## config.mk

```make
export PLATFORM = sky130hd
export DESIGN_NAME = nibble_sample_assembler
export DESIGN_NICKNAME = d
export VERILOG_FILES = /design/src/rtl/nibble_sample_assembler.sv
export SDC_FILE = /design/constraint.sdc
export NUM_CORES = 1
export LEC_CHECK = 0
export BUFFER_PORTS_ARGS = -buffer_cell sky130_fd_sc_hd__buf_2
export CAP_MARGIN = 30
export CORE_MARGIN = 2
export CORE_UTILIZATION = 55
export CTS_CLUSTER_SIZE = 40
export DETAILED_ROUTE_END_ITERATION = 10
export PLACE_DENSITY = 0.75
export SETUP_SLACK_MARGIN = 0.05
export SLEW_MARGIN = 25
export SYNTH_ARGS = -nofsm -noshare
export SYNTH_HDL_FRONTEND = slang
export SYNTH_SLANG_ARGS = --single-unit
```

## constraint.sdc

```tcl
create_clock -name clk -period 4 [get_ports clk]
set_input_delay 0.2 -clock clk [delete_from_list [all_inputs] [get_ports clk]]
set_output_delay 0.2 -clock clk [all_outputs]
set_load 0.01 [all_outputs]
```

## src/rtl/nibble_sample_assembler.sv

```systemverilog
// nibble_sample_assembler: packs nibble strobes MSB-first into samples, queues them in an FWFT FIFO
module nibble_sample_assembler #(
  parameter int NIB_WIDTH       = 4,
  parameter int NIBS_PER_SAMPLE = 4,
  parameter int FIFO_DEPTH      = 8,
  parameter int TIMEOUT_CYCLES  = 50000
) (
  input  logic                                 clk,
  input  logic                                 reset,
  input  logic [NIB_WIDTH-1:0]                 nib_data,
  input  logic                                 nib_valid,
  output logic [NIB_WIDTH*NIBS_PER_SAMPLE-1:0] sample_data,
  output logic                                 sample_valid,
  input  logic                                 sample_ready,
  output logic [$clog2(FIFO_DEPTH):0]          fifo_level,
  output logic                                 overflow,
  input  logic                                 clear_overflow,
  output logic                                 resync
);
  localparam int SW = NIB_WIDTH * NIBS_PER_SAMPLE;
  localparam int AW = $clog2(FIFO_DEPTH);
  localparam int CW = $clog2(NIBS_PER_SAMPLE);
  localparam int GW = $clog2(TIMEOUT_CYCLES + 1);
  localparam logic [AW:0] FULL_LVL = (AW+1)'(FIFO_DEPTH);
  logic [SW-1:0] shift_q, shift_d, word;
  logic [CW-1:0] nib_cnt_q, nib_cnt_d;
  logic [GW-1:0] gap_q, gap_d;
  logic          resync_q, resync_d;
  logic [AW:0]   wr_q, wr_d, rd_q, rd_d, level;
  logic          ovf_q, ovf_d;
  logic [SW-1:0] mem [FIFO_DEPTH];
  logic          last, push, expire, empty, full, pop, wr_en, drop;
  assign word   = {shift_q[SW-NIB_WIDTH-1:0], nib_data};
  assign last   = nib_cnt_q == CW'(NIBS_PER_SAMPLE - 1);
  assign push   = nib_valid && last;
  // A nibble arriving on the expiry edge takes precedence over the timeout.
  assign expire = !nib_valid && nib_cnt_q != '0 && gap_q == GW'(TIMEOUT_CYCLES - 1);
  assign level  = wr_q - rd_q;
  assign empty  = wr_q == rd_q;
  assign full   = level == FULL_LVL;
  assign pop    = !empty && sample_ready;
  assign wr_en  = push && (!full || pop);
  assign drop   = push && full && !pop;
  always_comb begin
    shift_d   = nib_valid ? word : shift_q;
    nib_cnt_d = nib_valid ? (last ? '0 : nib_cnt_q + CW'(1)) : (expire ? '0 : nib_cnt_q);
    gap_d     = nib_valid ? '0 : (gap_q == GW'(TIMEOUT_CYCLES) ? gap_q : gap_q + GW'(1));
    resync_d  = expire;
    wr_d      = wr_q + (AW+1)'(wr_en);
    rd_d      = rd_q + (AW+1)'(pop);
    ovf_d     = drop || (ovf_q && !clear_overflow);
  end
  always_ff @(posedge clk or posedge reset) begin
    if (reset) begin
      shift_q   <= '0;
      nib_cnt_q <= '0;
      gap_q     <= '0;
      resync_q  <= 1'b0;
      wr_q      <= '0;
      rd_q      <= '0;
      ovf_q     <= 1'b0;
    end else begin
      shift_q   <= shift_d;
      nib_cnt_q <= nib_cnt_d;
      gap_q     <= gap_d;
      resync_q  <= resync_d;
      wr_q      <= wr_d;
      rd_q      <= rd_d;
      ovf_q     <= ovf_d;
    end
  end
  // Storage needs no reset: emptiness is tracked by the pointers alone.
  always_ff @(posedge clk) begin
    if (wr_en) mem[wr_q[AW-1:0]] <= word;
  end
  assign sample_data  = empty ? '0 : mem[rd_q[AW-1:0]];
  assign sample_valid = !empty;
  assign fifo_level   = level;
  assign overflow     = ovf_q;
  assign resync       = resync_q;
endmodule

```

==> results by group, run 1 <==
Run status
  • Outcome: completed

Global routing
  • Initial antenna violation count: 0
  • Remaining Overflow, GRT: 0
  • Largest net degree at the start of global routing: 41
  • First-pass GRT wire length: 20.7 mm
  • Number of global-route vias before repair: 3776
  • Gr usage total: 21.5%

Clock tree
  • CTS tree: yes
  • # clock sinks: 168
  • CTS buffer count: 17
  • Clock buffer depth: 2
  • Hold buffers post-CTS: 1
  • Clk_lat worst skew: 0.42 ns
  • CTS root buf: clkbuf_16
  • Clock transition at path regs: 0.06 ns
  • H-tree Lvls: 4
  • Setup repair bufs after CTS: 0
  • Post-CTS sizing: 0

STA
  • Final Cycle Share: 80.0%
  • Max transition margin: 51.5%
  • Final worst slack: 0.799 ns
  • Final Hold Vio Count: 0
  • Setup TNS: 0 ns
  • Final setup viols: 0
  • RSZ-0062 raised after global routing: no
  • Max frequency: 0.312 GHz
  • Worst Skew: 0.00782 ns
  • Min Tclk post-route: 3.20 ns
  • Slew of the pin with the lowest slew margin: 0.724 ns
  • Max Slew Vio Count: 0
  • Hold WS: 0.0670 ns

Die
  • I/O pin cnt: 32
  • Die Y-Extent: 116 um
  • Core Region: 12100 um2
  • Die area: 13400 um2
  • Chip width: 116 um
  • Num rows: 40
  • Initial core utilization: 56.8%

Synthesis
  • Sequential fraction of the synthesis area: 70.7%
  • Post-Synth Adder-Cell Area: 2.30%
  • Synthesized area per cell: 16.8 um2
  • Multiplexer share of the synthesized area: 12.6%
  • Yosys Warn Count: 0
  • Syn Nets: 429
  • Synth Area in XOR/XNOR: 2.28%
  • Cells after synthesis: 408
  • Synth cell types: 38
  • Post-Synth Simple-Gate Area: 7.54%
  • Synthesized area: 6850 um2
  • Largest family of logic cells by synthesized area: multiplexers
  • Compound-gate portion of the synthesized area: 2.43%
  • Seq cells post-synth: 168

Drt
  • Wire length on met1: 5.61 mm
  • Vias: 3616
  • Initial drt markers: 296
  • First drt pass iteration count: 5
  • DRC Markers: 0
  • Vias per cell: 5.69
  • Final wirelength: 12.9 mm
  • DR WL met3: 742 um
  • Met2 WL: 6.30 mm
  • Antenna Nets Post-Route: 0
  • Top sig layer: met4
  • Post-DR wirelength/cell: 20.3 um

Worst setup path
  • CP Launch Point: rd_q[2]
  • Crit-path max FO: 19
  • Nature of the critical path startpoint: register
  • Setup CP Type: reg2reg
  • CP Capture Point: wr_q[2]
  • CP required: 4.29 ns
  • Endpoint type of the worst setup path: register
  • Slowest CP cell: nor4b_4
  • Critical Path AT: 3.50 ns
  • Peak per-stage delay on the critical path: 0.67 ns
  • CP Cell Sequence: buf_4 > clkinv_1 > buf_4 > ha_1 > nand3b_1 > and3_1 > nor4b_4 > nor2_1 > ha_1 > ha_1 > xor2_1
  • Reg-to-Reg End: wr_q[2]
  • Most used cell, CP: ha_1
  • FF-to-FF path depth: 11
  • Reg2reg start: rd_q[2]
  • Reg2Reg Setup Slack: 0.80 ns
  • Stages on worst setup path: 11
  • Worst Path Buf+Inv: 3
  • Family with the most delay on the worst path: simple AND/OR/NAND/NOR gates

Placed design
  • Gpl congestion: 0.811
  • Port bufs: 31
  • Post-place instance area: 7280 um2
  • Placed cells: 602
  • Setup WS pre-CTS: 0.829 ns
  • HPWL after DPL: 7.78 mm

Layout
  • Post-layout nets: 475
  • Finished Layout Cells: 635
  • Most frequent cells in the layout: edfxtp_1, dfrtp_1, nand2_1
  • Antenna cells: 0
  • Final Util: 65.5%
  • Fill cells: 823
  • P&R area growth vs syn: 15.2%
  • Share of layout cells above drive strength 1: 27.6%
  • Design Area, Final: 7900 um2
  • Commonest non-fill, non-tap cell in the layout: edfxtp_1

Power
  • P_leak: 2.85 nW
  • Design Power: 5.43 mW
  • Power per Cell Area: 687 nW/um2
  • VDD IR max: 0.407 mV

Flow run
  • Max Cap Violations: 0

Min path
  • Hold WC Path Type: in2reg
==> Yosys cell counts <==
master | instances | area share, %
nor4b_4 | 1 | 0.35
or4_1 | 2 | 0.22
nand4_1 | 7 | 0.64
nor3_1 | 5 | 0.37
o21ai_0 | 1 | 0.073
nor4bb_1 | 1 | 0.15
o31ai_1 | 4 | 0.44
nand3_1 | 10 | 0.73
xnor2_1 | 9 | 1.2
clkbuf_1 | 9 | 0.49
ha_1 | 11 | 2.0
nor4b_1 | 2 | 0.26
inv_1 | 15 | 0.82
and3_1 | 3 | 0.27
edfxtp_1 | 128 | 56
nand2_1 | 38 | 2.1
xor2_1 | 7 | 0.89
clkinv_1 | 1 | 0.055
nand3b_1 | 2 | 0.22
mux4_2 | 32 | 11
buf_1 | 2 | 0.11
nor2_1 | 19 | 1.0
nor4_1 | 6 | 0.55
mux2_2 | 12 | 2.0
a32o_1 | 1 | 0.15
and4_1 | 3 | 0.38
o21a_1 | 1 | 0.11
dfrtp_1 | 40 | 15
mux2i_1 | 1 | 0.15
a21oi_1 | 21 | 1.5
nand2b_1 | 1 | 0.091
nor3b_1 | 1 | 0.11
buf_4 | 1 | 0.11
a21oi_2 | 1 | 0.13
xor2_2 | 1 | 0.24
buf_2 | 7 | 0.51
fa_1 | 1 | 0.29
or3_1 | 1 | 0.091
==> kinds of logic after synthesis <==
kind of cell,after synthesis
DFF,168
and+or+nand+nor,102
muxes,45
buffers and inverters,35
AOI/OAI and AO/OA,29
xor gates and xnor gates,17
adders and majority gates,12
==> state kept, by name, indices dropped and copies added, names as in the netlist <==
name and flops:
nib_cnt_q 2, resync 1, shift_q 12, gap_q 16
mem 128, wr_q 4, overflow 1, rd_q 4
==> worst register-to-register path: stages (launching register included) <==
cell and delay [ns]:
dfrtp_1 0.32, buf_4 0.27, clkinv_1 0.12, buf_4 0.23
ha_1 0.38, nand3b_1 0.14, and3_1 0.24, nor4b_4 0.67
nor2_1 0.12, ha_1 0.23, ha_1 0.20, xor2_1 0.16
==> per-layer routing <==
metal  up-vias  GRT usage, %
met2       108          34.0
met5         -             0
met4         0          8.02
met1      1833          29.6
li1       1655             -
met3        20          5.18
==> worst min path at each step <==
stage / start / to / cells past startpoint
2_1_floorplan: nib_data[0] / mem[0][0] / 0
3_3_place_gp: reset / wr_q[3] / 3
3_5_place_dp: reset / nib_cnt_q[1] / 3
4_1_cts: nib_data[0] / mem[4][0] / 1
5_1_grt: nib_data[0] / mem[4][0] / 1
6_report: nib_data[0] / mem[4][0] / 1
==> power breakdown <==
| part | switching, mW | internal (mW) |
|---|---|---|
| clock | 0.659 | 0.984 |
| combinational | 0.911 | 0.706 |
| sequential | 0.132 | 2.04 |
==> layout make-up <==
class	count	area [um2]	area share, %
Sequential cell	168	4850	61.4
Multi-Input combinational cell	205	1910	24.2
Clock buffer	17	425	5.39
Timing Repair Buffer	46	270	3.42
Tap cell	168	210	2.66
Clock inverter	15	176	2.23
Inverter	16	60.1	0.761
(Power assumes the default switching activity.)
==> run 2: changes to the inputs <==
==> constraint.sdc (replaced) <==
create_clock -name clk -period 2.59 [get_ports clk]
set_input_delay 0.1295 -clock clk [delete_from_list [all_inputs] [get_ports clk]]
set_output_delay 0.1295 -clock clk [all_outputs]
set_load 0.01 [all_outputs]
==> run 2 against run 1 <==
  * Register-to-register slack got worse by 0.62 ns
  * Fmax increased by 33%
  * Global-route usage increased by 0.47 points
  * Clock power rose by 63%
  * Worst hold slack worse by 0.046 ns
  * Core utilization grew 3.4 points
  * Critical path type unchanged
  * Critical endpoint is now mem[0][7]
  * Largest cell class unchanged
  * Largest power group unchanged
==> results by group, run 2 (synthesized netlist as in run 1, its figures left out) <==
Worst setup path
  • Reg2reg start: rd_q[0]
  • Worst Path Buf+Inv: 4
  • Setup CP Type: reg2reg
  • Slowest CP cell: fa_2
  • FF-to-FF path depth: 9
  • Crit-path max FO: 16
  • Nature of the critical path startpoint: register
  • Critical Path AT: 2.58 ns
  • Family with the most delay on the worst path: adder cells
  • Reg-to-Reg End: mem[0][7]
  • Endpoint type of the worst setup path: register
  • Reg2Reg Setup Slack: 0.18 ns
  • Peak per-stage delay on the critical path: 0.52 ns
  • CP Cell Sequence: ha_4 > fa_2 > inv_2 > nor3_2 > nor4b_4 > buf_12 > buf_4 > nor3b_2 > buf_6
  • CP required: 2.76 ns

Drt
  • Vias per cell: 5.71
  • First drt pass iteration count: 4
  • Antenna Nets Post-Route: 0
  • Initial drt markers: 274
  • Post-DR wirelength/cell: 19.6 um
  • Vias: 3766
  • Final wirelength: 12.9 mm
  • DRC Markers: 0

Clock tree
  • CTS root buf: clkbuf_16
  • Clock transition at path regs: 0.06 ns
  • # clock sinks: 168
  • CTS tree: yes
  • Clk_lat worst skew: 0.43 ns
  • H-tree Lvls: 4
  • CTS buffer count: 17
  • Clock buffer depth: 2

Layout
  • Post-layout nets: 500
  • Share of layout cells above drive strength 1: 34.1%
  • Antenna cells: 0
  • Max reg flops: 128
  • Commonest non-fill, non-tap cell in the layout: edfxtp_1
  • P&R area growth vs syn: 21.2%
  • Most frequent cells in the layout: edfxtp_1, nand2_1, dfrtp_1
  • Finished Layout Cells: 660
  • Final Util: 68.8%

Global routing
  • First-pass GRT wire length: 21.0 mm
  • Initial antenna violation count: 0
  • Largest net degree at the start of global routing: 35
  • Number of global-route vias before repair: 3974
  • Remaining Overflow, GRT: 0
  • Gr usage total: 22.0%

Die
  • Num rows: 40
  • Chip width: 116 um
  • Core Region: 12100 um2
  • Die area: 13400 um2
  • I/O pin cnt: 32
  • Initial core utilization: 56.8%
  • Die Y-Extent: 116 um

STA
  • Slew of the pin with the lowest slew margin: 0.503 ns
  • Final worst slack: 0.175 ns
  • Max transition margin: 66.5%
  • Max frequency: 0.414 GHz
  • Max Slew Vio Count: 0
  • Worst Skew: 0.00718 ns
  • Hold WS: 0.0206 ns
  • Min Tclk post-route: 2.41 ns
  • Final Hold Vio Count: 0
  • Final Cycle Share: 93.2%
  • Setup TNS: 0 ns
  • Final setup viols: 0
  • RSZ-0062 raised after global routing: no

Min path
  • Hold EP: overflow
  • Hold WC Path Type: in2reg
  • Worst hold stages: 3
  • Hold path start: clear_overflow

Placed design
  • Setup WS pre-CTS: -0.266 ns
  • Gpl congestion: 0.775
  • Port bufs: 31
  • HPWL after DPL: 8.03 mm
  • Placed cells: 614

Power
  • Power per Cell Area: 1070 nW/um2
  • VDD IR max: 1.14 mV
  • Gate power share: 32.8%
  • P_leak: 2.98 nW
  • Psw: 2.73 mW
  • Sequential share of power: 37.2%
  • Clock power share: 30.0%
  • Switch share: 30.7%
  • Internal: 6.17 mW

Flow run
  • Max Cap Violations: 0

Run status
  • Outcome: completed
run 2: cell types whose count changed in the layout (fill, tap and decap cells not counted), sizes merged:
cell         delta
clkinv          -3
inv             -2
clkinvlp        +3
buf            +22
bufinv          +1
clkbuf          +1
dlygate4sd3     +3
run 2: final cells by class:
type,count,area [um2]
Clock buffer,18,439
Clock inverter,14,195
Fill cell,821,3760
Inverter,16,67.6
Multi-Input combinational cell,205,2010
Sequential cell,168,4850
Tap cell,168,210
Timing Repair Buffer,71,533
run 2: power by group through the flow:
stage	sequential, mW	clock [mW]	combinational (mW)
4_1_cts	3.32	2.71	2.95
5_1_grt	3.34	2.83	3.21
3_3_place_gp	3.36	0	2.84
6_report	3.32	2.67	2.92
3_5_place_dp	3.38	0	2.91
2_1_floorplan	3.34	0	1.95
run 2: worst register-to-register path: stages (launching register included):
cell and delay (ns):
dfrtp_2 0.43, ha_4 0.17, fa_2 0.52, inv_2 0.04, nor3_2 0.15, nor4b_4 0.26, buf_12 0.19, buf_4 0.16
nor3b_2 0.06, buf_6 0.19
run 2: through the flow:
step	instance area, um2	total power [mW]
after global placement	7450	6.20
after CTS	8230	8.97
after global routing	8300	9.38
final	8300	8.90
after detailed placement	7500	6.28
after floorplan	7010	5.29
run 2: how the worst max path moves through the flow:
stage | startpoint | to | slack (ns) | depth (start not counted)
after floorplan | wr_q[0] | wr_q[2] | -0.34 | 10
after global placement | rd_q[0] | mem[5][7] | -0.27 | 7
after detailed placement | rd_q[0] | mem[3][10] | -0.27 | 8
after CTS | rd_q[0] | mem[3][5] | 0.04 | 8
after global routing | rd_q[0] | wr_q[2] | 0.06 | 10
final | rd_q[0] | mem[0][7] | 0.18 | 9
run 2: repair_timing:
item                                    CTS  global route
pin swaps                                 4             6
hold endpoints to repair                 40             0
buffers inserted                          6             3
gates resized for setup                   2             3
hold buffers                              4             0
endpoints found under the setup margin   80            65
run 2: routing by layer:
metal  share of wire (%)  track usage, %  vias to the layer above
met3                 5.1            6.38                       16
met4                 1.4            6.98                        0
li1                    -               -                     1719
met1                  42            28.8                     1945
met5                   0               0                        -
met2                  52            36.1                       86
==> run 3: changes to the inputs <==
--- a/config.mk
+++ b/config.mk
@@ -12,6 +12,7 @@
 export CTS_CLUSTER_SIZE = 40
 export DETAILED_ROUTE_END_ITERATION = 10
 export PLACE_DENSITY = 0.75
+export RECOVER_POWER = 50
 export SETUP_SLACK_MARGIN = 0.05
 export SLEW_MARGIN = 25
 export SYNTH_ARGS = -nofsm -noshare
==> run 3 against run 2 <==
  * Highest routed layer unchanged
  * Critical endpoint unchanged
  * Largest power group unchanged
  * Core utilization down 0.20 points
  * Non-clock buffer count is the same
  * Clock power about the same
  * Sequential share of layout area up 0.17 points
==> results by group, run 3 (synthesized netlist as in run 1, its figures left out) <==
STA
  • Final setup viols: 0
  • Slew of the pin with the lowest slew margin: 0.654 ns
  • Min Tclk post-route: 2.41 ns
  • Worst Skew: 0.00647 ns
  • Max transition margin: 56.4%
  • RSZ-0062 raised after global routing: no
  • Final worst slack: 0.177 ns
  • Max frequency: 0.414 GHz
  • Max Slew Vio Count: 0
  • Final Cycle Share: 93.2%
  • Final Hold Vio Count: 0

Power
  • P_leak: 2.96 nW
  • Gate power share: 32.7%
  • VDD IR max: 1.13 mV
  • Psw: 2.73 mW
  • Sequential share of power: 37.3%
  • Internal: 6.17 mW
  • Clock power share: 30.0%
  • Power per Cell Area: 1070 nW/um2
  • Switch share: 30.7%
  • Design Power: 8.90 mW

Layout
  • Fill cells: 823
  • Post-layout nets: 500
  • Most frequent cells in the layout: edfxtp_1, nand2_1, dfrtp_1
  • P&R area growth vs syn: 20.8%
  • Final Util: 68.6%
  • Commonest non-fill, non-tap cell in the layout: edfxtp_1
  • Antenna cells: 0
  • Share of layout cells above drive strength 1: 32.7%
  • Max reg flops: 128

Global routing
  • Largest net degree at the start of global routing: 35
  • Number of global-route vias before repair: 3974
  • Initial antenna violation count: 0
  • Gr usage total: 22.0%
  • Remaining Overflow, GRT: 0
  • First-pass GRT wire length: 21.0 mm

Worst setup path
  • Reg-to-Reg End: mem[0][7]
  • Reg2reg start: rd_q[0]
  • Setup CP Type: reg2reg
  • CP required: 2.76 ns
  • CP Launch Point: rd_q[0]
  • Nature of the critical path startpoint: register
  • Critical Path AT: 2.58 ns
  • FF-to-FF path depth: 9
  • Endpoint type of the worst setup path: register
  • CP Capture Point: mem[0][7]
  • Crit-path max FO: 16
  • Reg2Reg Setup Slack: 0.18 ns

Clock tree
  • CTS tree: yes
  • CTS root buf: clkbuf_16
  • # clock sinks: 168
  • H-tree Lvls: 4
  • Clock buffer depth: 2
  • Clk_lat worst skew: 0.43 ns
  • CTS buffer count: 17
  • Clock transition at path regs: 0.06 ns

Placed design
  • HPWL after DPL: 8.03 mm
  • Setup WS pre-CTS: -0.266 ns
  • Gpl congestion: 0.775
  • Port bufs: 31

Flow run
  • Max Cap Violations: 0

Die
  • Initial core utilization: 56.8%
  • I/O pin cnt: 32
  • Chip width: 116 um
  • Die Y-Extent: 116 um
  • Core Region: 12100 um2
  • Num rows: 40
  • Die area: 13400 um2

Drt
  • Vias: 3765
  • Post-DR wirelength/cell: 19.5 um
  • DRC Markers: 0
  • Vias per cell: 5.70
  • First drt pass iteration count: 4
  • Final wirelength: 12.9 mm
  • Initial drt markers: 304
  • Antenna Nets Post-Route: 0

Min path
  • Hold WC Path Type: in2reg

Run status
  • Outcome: completed
-- run 3: cell count changes in the layout (fill, tap and decap cells not counted), sizes merged --
cell    delta
buf        -7
clkbuf     +7
-- run 3: how the worst min path moves through the flow --
stage / startpoint / to / cells past startpoint
floorplan: nib_data[0] / mem[0][0] / 0
global placement: reset / nib_cnt_q[1] / 2
detailed placement: reset / nib_cnt_q[0] / 2
CTS: nib_data[2] / mem[6][2] / 1
global route: clear_overflow / overflow / 3
finish: clear_overflow / overflow / 3
-- run 3: layer usage --
metal	wire [um]	vias up	track usage [%]
met4	187	0	6.98
met1	5430	1947	28.8
met5	0	-	0
li1	-	1720	-
met3	561	16	6.38
met2	6700	82	36.1
-- run 3: timing repair --
item	CTS	global route
setup buffers	6	3
hold endpoints to repair	40	0
hold buffers	4	0
setup endpoints to repair	80	65
pin swaps	4	6
gates resized for setup	2	3
-- run 3: critical path, cell delays in order (launching register included) --
cell,delay [ns]
dfrtp_2,0.43
ha_4,0.16
fa_2,0.52
inv_2,0.04
nor3_2,0.15
nor4b_4,0.26
buf_12,0.19
buf_4,0.16
nor3b_2,0.06
buf_6,0.19
-- run 3: metrics by stage --
stage               setup TNS (ns)  hold WS [ns]  cells  area (um2)
finish                           0        0.0240    660        8280
CTS                              0       0.00248    656        8230
detailed placement          -11.04         0.372    614        7500
floorplan                   -21.38         0.228    408        7010
global placement            -21.46         0.371    610        7450
global route                     0        0.0218    660        8280
-- run 3: layout make-up --
| class | count | area, um2 | area share, % |
|---|---|---|---|
| clock buffers | 18 | 439 | 5.31 |
| clock inverters | 14 | 195 | 2.36 |
| inverters | 16 | 67.6 | 0.816 |
| multi-input cells | 205 | 2010 | 24.3 |
| flip-flops and latches | 168 | 4850 | 58.6 |
| well taps | 168 | 210 | 2.54 |
| repair buffers | 71 | 509 | 6.15 |
-- run 3: power groups by stage --
stage / combinational [mW] / clock [mW] / sequential [mW]
global route: 3.21 / 2.83 / 3.34
floorplan: 1.95 / 0 / 3.34
finish: 2.91 / 2.67 / 3.32
CTS: 2.95 / 2.71 / 3.32
detailed placement: 2.91 / 0 / 3.38
global placement: 2.84 / 0 / 3.36
